## src/rtl/serial_addsub_pkg.sv

```systemverilog
// Shared constants and types for the serial adder/subtractor: operation modes and
// FSM state encoding.
package serial_addsub_pkg;

  localparam logic MODE_ADD = 1'b0;
  localparam logic MODE_SUB = 1'b1;

  typedef enum logic [1:0] {
    ST_IDLE = 2'd0,
    ST_RUN  = 2'd1,
    ST_DONE = 2'd2
  } state_t;

  // Number of clock slices needed to cover a full operand.
  function automatic int slice_count(input int width, input int bits_per_cyc);
    return width / bits_per_cyc;
  endfunction

endpackage

```

## src/rtl/serial_addsub_if.sv

```systemverilog
// Operand/result bus of the serial adder/subtractor with requester and unit views.
interface serial_addsub_if #(
  parameter int WIDTH = 8
) ();

  // Handshake: start is taken on any rising edge where busy==0 (IDLE or DONE), and
  // mode/a/b/cin are sampled on that same edge. busy stays high while slices are being
  // processed; done pulses for exactly one cycle and result/cout/ovf are valid from it.
  logic             start;
  logic             mode;
  logic [WIDTH-1:0] a;
  logic [WIDTH-1:0] b;
  logic             cin;
  logic             busy;
  logic             done;
  logic [WIDTH-1:0] result;
  logic             cout;
  logic             ovf;

  modport master (
    output start, mode, a, b, cin,
    input  busy, done, result, cout, ovf
  );

  modport slave (
    input  start, mode, a, b, cin,
    output busy, done, result, cout, ovf
  );

endinterface

```

## src/rtl/serial_addsub_fa_hs_cell.sv

```systemverilog
// Full-adder cell composed of two half-subtractor stages: a+b+c is evaluated as
// a-(~b)-(~c), so the sum is the final difference and the carry is the inverted borrow.
module fa_hs_cell (
  input  logic a,
  input  logic b,
  input  logic c,
  output logic sum,
  output logic carry
);

  logic diff_1;
  logic borrow_1;
  logic diff_2;
  logic borrow_2;

  // Stage 1: a - (~b)
  assign diff_1   = a ^ ~b;
  assign borrow_1 = ~a & ~b;

  // Stage 2: diff_1 - (~c)
  assign diff_2   = diff_1 ^ ~c;
  assign borrow_2 = ~diff_1 & ~c;

  assign sum   = diff_2;
  assign carry = ~(borrow_1 | borrow_2);

endmodule

```

## src/rtl/serial_addsub.sv

```systemverilog
// Multi-cycle adder/subtractor: a ripple slice of BITS_PER_CYC full-adder cells walks
// the operands LSB first, one slice per clock, with a start/busy/done handshake.
module serial_addsub
  import serial_addsub_pkg::*;
#(
  parameter int WIDTH        = 8,
  parameter int BITS_PER_CYC = 1
) (
  input  logic     clk,
  input  logic     rst,
  serial_addsub_if.slave bus,
  output state_t   dbg_state
);

  localparam int N     = slice_count(WIDTH, BITS_PER_CYC);
  localparam int CNT_W = $clog2(N) + 1;

  state_t state_q;
  state_t state_next;

  logic [WIDTH-1:0]        a_sh;
  logic [WIDTH-1:0]        b_sh;
  logic [WIDTH-1:0]        acc;
  logic [WIDTH-1:0]        acc_next;
  logic [WIDTH-1:0]        result_q;
  logic                    carry_q;
  logic                    mode_q;
  logic                    cout_q;
  logic                    ovf_q;
  logic [CNT_W-1:0]        cnt;
  logic [BITS_PER_CYC-1:0] sum;
  logic [BITS_PER_CYC:0]   chain;
  logic                    accept;
  logic                    last;

  assign accept = bus.start && (state_q != ST_RUN);
  assign last   = (state_q == ST_RUN) && (cnt == CNT_W'(N - 1));

  // ---------------------------------------------------------------- FSM
  always_ff @(posedge clk) begin
    if (rst) state_q <= ST_IDLE;
    else     state_q <= state_next;
  end

  always_comb begin
    state_next = state_q;
    unique case (state_q)
      ST_IDLE: if (bus.start) state_next = ST_RUN;
      ST_RUN:  if (last)      state_next = ST_DONE;
      ST_DONE: state_next = bus.start ? ST_RUN : ST_IDLE;
      default: state_next = ST_IDLE;
    endcase
  end

  // ---------------------------------------------------------------- slice datapath
  assign chain[0] = carry_q;

  for (genvar i = 0; i < BITS_PER_CYC; i++) begin : g_cell
    fa_hs_cell u_cell (
      .a     (a_sh[i]),
      .b     (b_sh[i]),
      .c     (chain[i]),
      .sum   (sum[i]),
      .carry (chain[i+1])
    );
  end

  // Sum bits enter at the MSB end so the LSB slice ends up at bit 0 after N shifts.
  if (N == 1) begin : g_acc_single
    assign acc_next = sum;
  end else begin : g_acc_shift
    assign acc_next = {sum, acc[WIDTH-1:BITS_PER_CYC]};
  end

  always_ff @(posedge clk) begin
    if (rst) begin
      a_sh     <= '0;
      b_sh     <= '0;
      acc      <= '0;
      carry_q  <= 1'b0;
      mode_q   <= MODE_ADD;
      cnt      <= '0;
      result_q <= '0;
      cout_q   <= 1'b0;
      ovf_q    <= 1'b0;
    end else if (accept) begin
      // Subtraction runs as a + ~b + ~borrow_in through the same adder slice.
      a_sh    <= bus.a;
      b_sh    <= bus.b ^ {WIDTH{bus.mode == MODE_SUB}};
      mode_q  <= bus.mode;
      carry_q <= bus.cin ^ bus.mode;
      acc     <= '0;
      cnt     <= '0;
    end else if (state_q == ST_RUN) begin
      a_sh    <= a_sh >> BITS_PER_CYC;
      b_sh    <= b_sh >> BITS_PER_CYC;
      acc     <= acc_next;
      carry_q <= chain[BITS_PER_CYC];
      cnt     <= cnt + CNT_W'(1);
      if (last) begin
        result_q <= acc_next;
        cout_q   <= chain[BITS_PER_CYC] ^ mode_q;
        ovf_q    <= chain[BITS_PER_CYC-1] ^ chain[BITS_PER_CYC];
      end
    end
  end

  assign bus.busy   = (state_q == ST_RUN);
  assign bus.done   = (state_q == ST_DONE);
  assign bus.result = result_q;
  assign bus.cout   = cout_q;
  assign bus.ovf    = ovf_q;
  assign dbg_state  = state_q;

endmodule

```

## src/flat_wrapper.sv

```systemverilog
// flat-port wrapper written by rule: the top's interface ports become plain ports
module serial_addsub_flat import serial_addsub_pkg::*;
#(
  parameter int WIDTH        = 8,
  parameter int BITS_PER_CYC = 1
)
  (clk, rst, dbg_state, bus_start, bus_mode, bus_a, bus_b, bus_cin, bus_busy, bus_done, bus_result, bus_cout, bus_ovf);
  serial_addsub_if #(.WIDTH(WIDTH)) bus_i ();
  input  logic clk;
  input  logic rst;
  output state_t dbg_state;
  input wire logic [$bits(bus_i.start)-1:0] bus_start;
  input wire logic [$bits(bus_i.mode)-1:0] bus_mode;
  input wire logic [$bits(bus_i.a)-1:0] bus_a;
  input wire logic [$bits(bus_i.b)-1:0] bus_b;
  input wire logic [$bits(bus_i.cin)-1:0] bus_cin;
  output wire logic [$bits(bus_i.busy)-1:0] bus_busy;
  output wire logic [$bits(bus_i.done)-1:0] bus_done;
  output wire logic [$bits(bus_i.result)-1:0] bus_result;
  output wire logic [$bits(bus_i.cout)-1:0] bus_cout;
  output wire logic [$bits(bus_i.ovf)-1:0] bus_ovf;
  assign bus_i.start = bus_start;
  assign bus_i.mode = bus_mode;
  assign bus_i.a = bus_a;
  assign bus_i.b = bus_b;
  assign bus_i.cin = bus_cin;
  assign bus_busy = bus_i.busy;
  assign bus_done = bus_i.done;
  assign bus_result = bus_i.result;
  assign bus_cout = bus_i.cout;
  assign bus_ovf = bus_i.ovf;
  serial_addsub #(.WIDTH(WIDTH), .BITS_PER_CYC(BITS_PER_CYC)) u_core (.clk(clk), .rst(rst), .bus(bus_i), .dbg_state(dbg_state));
endmodule
```

## config.mk

```make
export PLATFORM = sky130hd
export DESIGN_NAME = serial_addsub_flat
export DESIGN_NICKNAME = d
export VERILOG_FILES = /design/src/rtl/serial_addsub_pkg.sv /design/src/rtl/serial_addsub_if.sv /design/src/rtl/serial_addsub_fa_hs_cell.sv /design/src/rtl/serial_addsub.sv /design/src/flat_wrapper.sv
export SDC_FILE = /design/constraint.sdc
export NUM_CORES = 1
export LEC_CHECK = 0
export ABC_AREA = 1
export CAP_MARGIN = 20
export CORE_MARGIN = 4
export CORE_UTILIZATION = 25
export DETAILED_ROUTE_END_ITERATION = 8
export PLACE_DENSITY = 0.56
export SLEW_MARGIN = 0
export SYNTH_ARGS = -nofsm -noshare
export SYNTH_HDL_FRONTEND = slang
export SYNTH_SLANG_ARGS = --single-unit
```

## constraint.sdc

```tcl
create_clock -name clk -period 1.1 [get_ports clk]
set_input_delay 0.22 -clock clk [delete_from_list [all_inputs] [get_ports clk]]
set_output_delay 0.22 -clock clk [all_outputs]
set_load 0.03 [all_outputs]
```

Word-level counts from Yosys, hierarchy flattened --
Cells that the tools add are included.
Cells by class: reduce and logical (&&, ||, !) cells 7, bitwise gates (word level) 15, add/sub/neg operators 1, mux-type cells 10, equal/unequal tests 6
Operator list (count):
- $mux W8 | 4
- $xor A8 B8 Y8 | 1
- $not A1 Y1 | 6
- $pmux W2 S3 | 1
- $xor A1 B1 Y1 | 5
- $add A4 B1 Y4 const B | 1
- $eq A4 B3 Y1 const B | 1
- $mux W2 | 2
- $ne A2 B1 Y1 const B | 2
- $mux W1 | 3
- $reduce_and A3 Y1 | 1
- $and A1 B1 Y1 | 2
- $eq A2 B1 Y1 const B | 1
- $eq A2 B2 Y1 const B | 1
- $logic_and A1 B1 Y1 | 2
- $logic_not A2 Y1 | 1
- $ne A2 B2 Y1 const B | 1
- $reduce_and A2 Y1 | 1
- $reduce_bool A2 Y1 | 1
- $reduce_or A2 Y1 | 1
- $or A1 B1 Y1 | 1
Word-level totals: bits in registers 42, logic and storage cells 49, input bits 21

Logic depth before layout (Yosys ltp) --
word-level depth 8, gate-level depth with buffers 7, gate-level depth less buffers 6

Modules after synthesis --
From an unflattened synthesis, not the netlist that was laid out.
Unflattened totals: cell total of the unflattened synthesis 259, area total of the unflattened synthesis 1828.0 um^2
By module, submodules not included:
- serial_addsub | instances 1, cells each 258, area an instance 1808.0 um^2
- fa_hs_cell | instances 1, cells each 1, area an instance 20.0 um^2

Worst setup path after synthesis --
Ideal clock, no wire load.
path type reg-to-reg, start reg u_core.state_q[0], in the netlist u_core.dbg_state[0], end reg u_core.b_sh[5], clock period less this slack 1311 ps, slack -211 ps, buffers on the path 1, data arrival time 1184 ps, required time 972 ps, cell stages (with the launch flop) 7, cells stage by stage dfxtp_1 nand2_1 nand2_1 buf_2 nor2_1 nor2_1 nor2_1
Between the ends: word-level cells in the longest chain between the ends 3, elaborated cells on any way between the ends 5, classes of those cells eq/ne: 2; mux: 1; reduce/logical: 2
Ends and longest elaborated chain:
- from (decl) | line serial_addsub.sv:18 | state_t state_q;
- from (signal assigned) | line serial_addsub.sv:42 | else state_q <= state_next;
- $ne A2 B1 Y1 | line serial_addsub.sv:36 | assign accept = bus.start && (state_q != ST_RUN);
- $logic_and A1 B1 Y1 | line serial_addsub.sv:36
- $mux W8 / $reduce_bool A2 Y1 (equally long branches)
- to (signal assigned) | line serial_addsub.sv:89 | b_sh <= bus.b ^ {WIDTH{bus.mode == MODE_SUB}};
- to (signal assigned) | line serial_addsub.sv:96 | b_sh <= b_sh >> BITS_PER_CYC;
- to (decl) | line serial_addsub.sv:22 | logic [WIDTH-1:0] b_sh;
Parallel ways exist; a longest one is shown, timed or not. A chain may end at the register's enable or synchronous reset.

Worst setup path after layout --
start reg u_core.state_q[1], in the netlist u_core.dbg_state[1], end out bus_done
Between the ends: word-level cells in the longest chain between the ends 1
Ends and longest elaborated chain:
- $eq A2 B2 Y1 | line serial_addsub.sv:109 | assign bus.done = (state_q == ST_DONE);
- to (decl) | line flat_wrapper.sv:18 | output wire logic [$bits(bus_i.done)-1:0] bus_done;
Every way passes these cells.

==> reports/qor.yml <==
outcome:
  status: "finished, violations left"
  violations: "negative setup slack"
finish:
  layout-drive-gt1-share: 0.347
  fin_area_um2: 2960
  area.growth.synth_to_final_pct: 61.1
  final_core_util: 0.411
  final_cells: 433
  n_antenna_cell: 0
  nets: 356
synth:
  synth-compound-area-share: 0.0653
  yosysSeqAreaShare: 0.446
  ys_async_sr_fraction: 0
  synth-xor-area-share: 0.0429
  synth_mux_area_frac: 0
  ys_types: 21
  synth_commonest_cells: "85 x nand2_1, 41 x dfxtp_1, 36 x nor2_1"
  synth_cells: 266
  netlist_area_um2: 1840
  synth_adder_area_share: 0.0177
  synth_area_leaders: "dfxtp_1 45%, nand2_1 17%, nand3_1 8.7%"
  synth-simple-area-share: 0.345
  synth.most_common_cell: "nand2_1"
  post-synth-top-area-cell: "dfxtp_1"
  synth-seq-cells: 41
  syn_avg_cell_area_um2: 6.91
  synth_ff_type: "dfxtp_1"
  ys_warn_count: 0
  synth_top_area_frac: 0.446
  synth_edf_count: 0
  syn_nets: 289
  synth_top_family_by_area: "simple AND/OR/NAND/NOR gates"
min_path:
  hold_path.class: "flop to flop"
  hp-start: "u_core.b_sh[7]"
  holdPathEnd: "u_core.b_sh[7]"
  hold-path-cell-count: 2
critical_path:
  critPathArrivalTime_ps: 1040
  r2r_start: "u_core.dbg_state[0]"
  startpoint_type: "flop"
  crit_required_ps: 880
  ff2ff_setup_slack_ps: -130
  reg2regPathDepth: 9
  crit_fanout: 3
  worstSetupPathType: "flop to primary output"
  end_kind: "primary output"
  r2r-end: "u_core.b_sh[3]"
grt:
  grt_antenna_before_repair: 0
  grt_pass1_wl_mm: 7.58
  grt.overflow.total: 0
  grt_pass1_vias: 1680
  gr-usage-all-layers: 0.109
  grt_max_degree: 21
floorplan:
  core-area_um2: 7210
  die-area_um2: 8790
  fp.dieW_um: 93.8
  fp-row-count: 31
  io_pins: 35
  initial_utilization: 0.255
  fp.dieH_um: 93.8
clock_network:
  cts_tree: "built"
  numCtsBuffers: 5
  cts_hold_buf: 0
  cts.sinks: 41
  clk_path_buf_depth: 2
  cts_root_buffer: "clkbuf_8"
  path_clk_slew_ps: 80
  htreeDepth: 2
  clock_latency_ps: 290
sta:
  fmax_mhz: 791
  fin_ws_ps: -165
  setup_violations: 41
  worstMarginPinSlew_ps: 249
  rsz0062_at_grt: "true"
  relSlewSlack: 0.834
  tns_ps: -2880
  layout_min_cycle_time_ps: 1260
  slew_viol_final: 0
  period_share: 1.15
  finalHoldViolCount: 0
  clock_skew_ps: 6.55
power:
  ir_worst_vdd_v: 0.000411
  p_leak_nw: 1.33
  powerDensity_nw_per_um2: 1080
placement:
  dp.cells: 410
  io_buffers: 34
  place_congestion: 0.743
  dpl_cell_area_um2: 2430
  dpl.hpwl_mm: 3.05
routing:
  route.met2.wl_mm: 2.44
  routed-via-count: 1844
  avgRoutedWirePerCell_um: 11.6
  drc: 0
  met3_wirelength_um: 295
  wl_met1_mm: 2.26
  drt_pass1_iterations: 4
  wirelength_mm: 5.02
  first_iter_violations: 56
  maxUsedRoutingLayer: "met4"
  ant_nets: 0
  vias_per_cell: 4.26
job:
  max_cap_violations: 0
[report_power, final]
part	total (mW)	leakage [nW]	switching (mW)	internal [mW]
Sequential	1.58	0.337	0.0462	1.54
Combinational	0.653	0.948	0.309	0.344
Clock	0.968	0.0450	0.528	0.440
Total	3.20	1.33	0.883	2.32
[layout by cell type, fill, tap and decap left out, types with 2 or more instances in the layout]
cell type	count
clkdlybuf4s50_1	19
buf_4	30
clkbuf_8	5
nor2_4	5
inv_2	4
xor2_1	3
clkinv_2	2
nand3_1	31
dfxtp_1	35
nor2_1	31
buf_6	16
buf_12	4
nand2_2	14
a21oi_2	8
buf_8	2
inv_1	13
dfxtp_2	4
nand2_4	10
clkbuf_16	2
xnor2_1	6
o21ai_1	2
dfxtp_4	2
a21oi_1	12
nand2_1	63
[worst max-delay path, stage by stage, from the launching register on]
cell and delay [ps]:
dfxtp_4 380, inv_2 60, buf_6 120, nor2_4 70, buf_6 130
[final cells by class]
| cell class | instances | area (um2) |
|---|---|---|
| multi-input cells | 192 | 1080 |
| fillers | 761 | 4250 |
| inverters | 19 | 77.6 |
| flip-flops and latches | 41 | 833 |
| clock buffers | 6 | 72.6 |
| repair buffers | 74 | 764 |
| clock inverters | 2 | 10.0 |
| well taps | 99 | 124 |
[repair_timing]
| item | CTS | global route |
|---|---|---|
| buffers inserted | 6 | 5 |
| pin swaps | 8 | 20 |
| gates cloned | 2 | 3 |
| setup endpoints to repair | 43 | 45 |
| gates resized for setup | 38 | 47 |
[cell families (layout without fill, tap and decap cells)]
group / count (synthesis) / in the layout
xor+xnor: 9 / 9
fa+ha+maj: 2 / 2
compound gates: 24 / 24
flops: 41 / 41
buf+inv: 34 / 101
simple gates: 156 / 157
[worst max path at each step]
stage | slack, ps | endpoint | cells after the start | from
floorplan | 1 | u_core.bus.ovf | 6 | u_core.cnt[1]
global placement | -330 | u_core.b_sh[2] | 6 | bus_start
detailed placement | -340 | u_core.b_sh[3] | 6 | bus_start
CTS | -160 | bus_done | 4 | u_core.dbg_state[1]
global route | -220 | bus_done | 4 | u_core.dbg_state[1]
finish | -160 | bus_done | 4 | u_core.dbg_state[1]
[sequential cells by signal, summed over array words and instances, names as in the netlist]
register	flops
u_core.bus.ovf	1
u_core.a_sh	8
u_core.mode_q	1
u_core.carry_q	1
u_core.bus.result	8
u_core.dbg_state	2
u_core.cnt	4
u_core.acc	7
u_core.bus.cout	1
u_core.b_sh	8
[per-layer routing]
metal	global-route usage	vias to the layer above
met5	0	-
met2	0.177	50
li1	-	965
met3	0.0353	2
met1	0.139	827
met4	0.0265	0
[through the flow]
stage               setup slack, ps  total power [mW]  hold WS, ps
floorplan                      1.39              1.87          363
detailed placement             -344              2.10          457
global route                   -221              3.38          488
global placement               -329              2.09          450
CTS                            -158              3.11          468
finish                         -165              3.20          461
(Power assumes the default switching activity.)
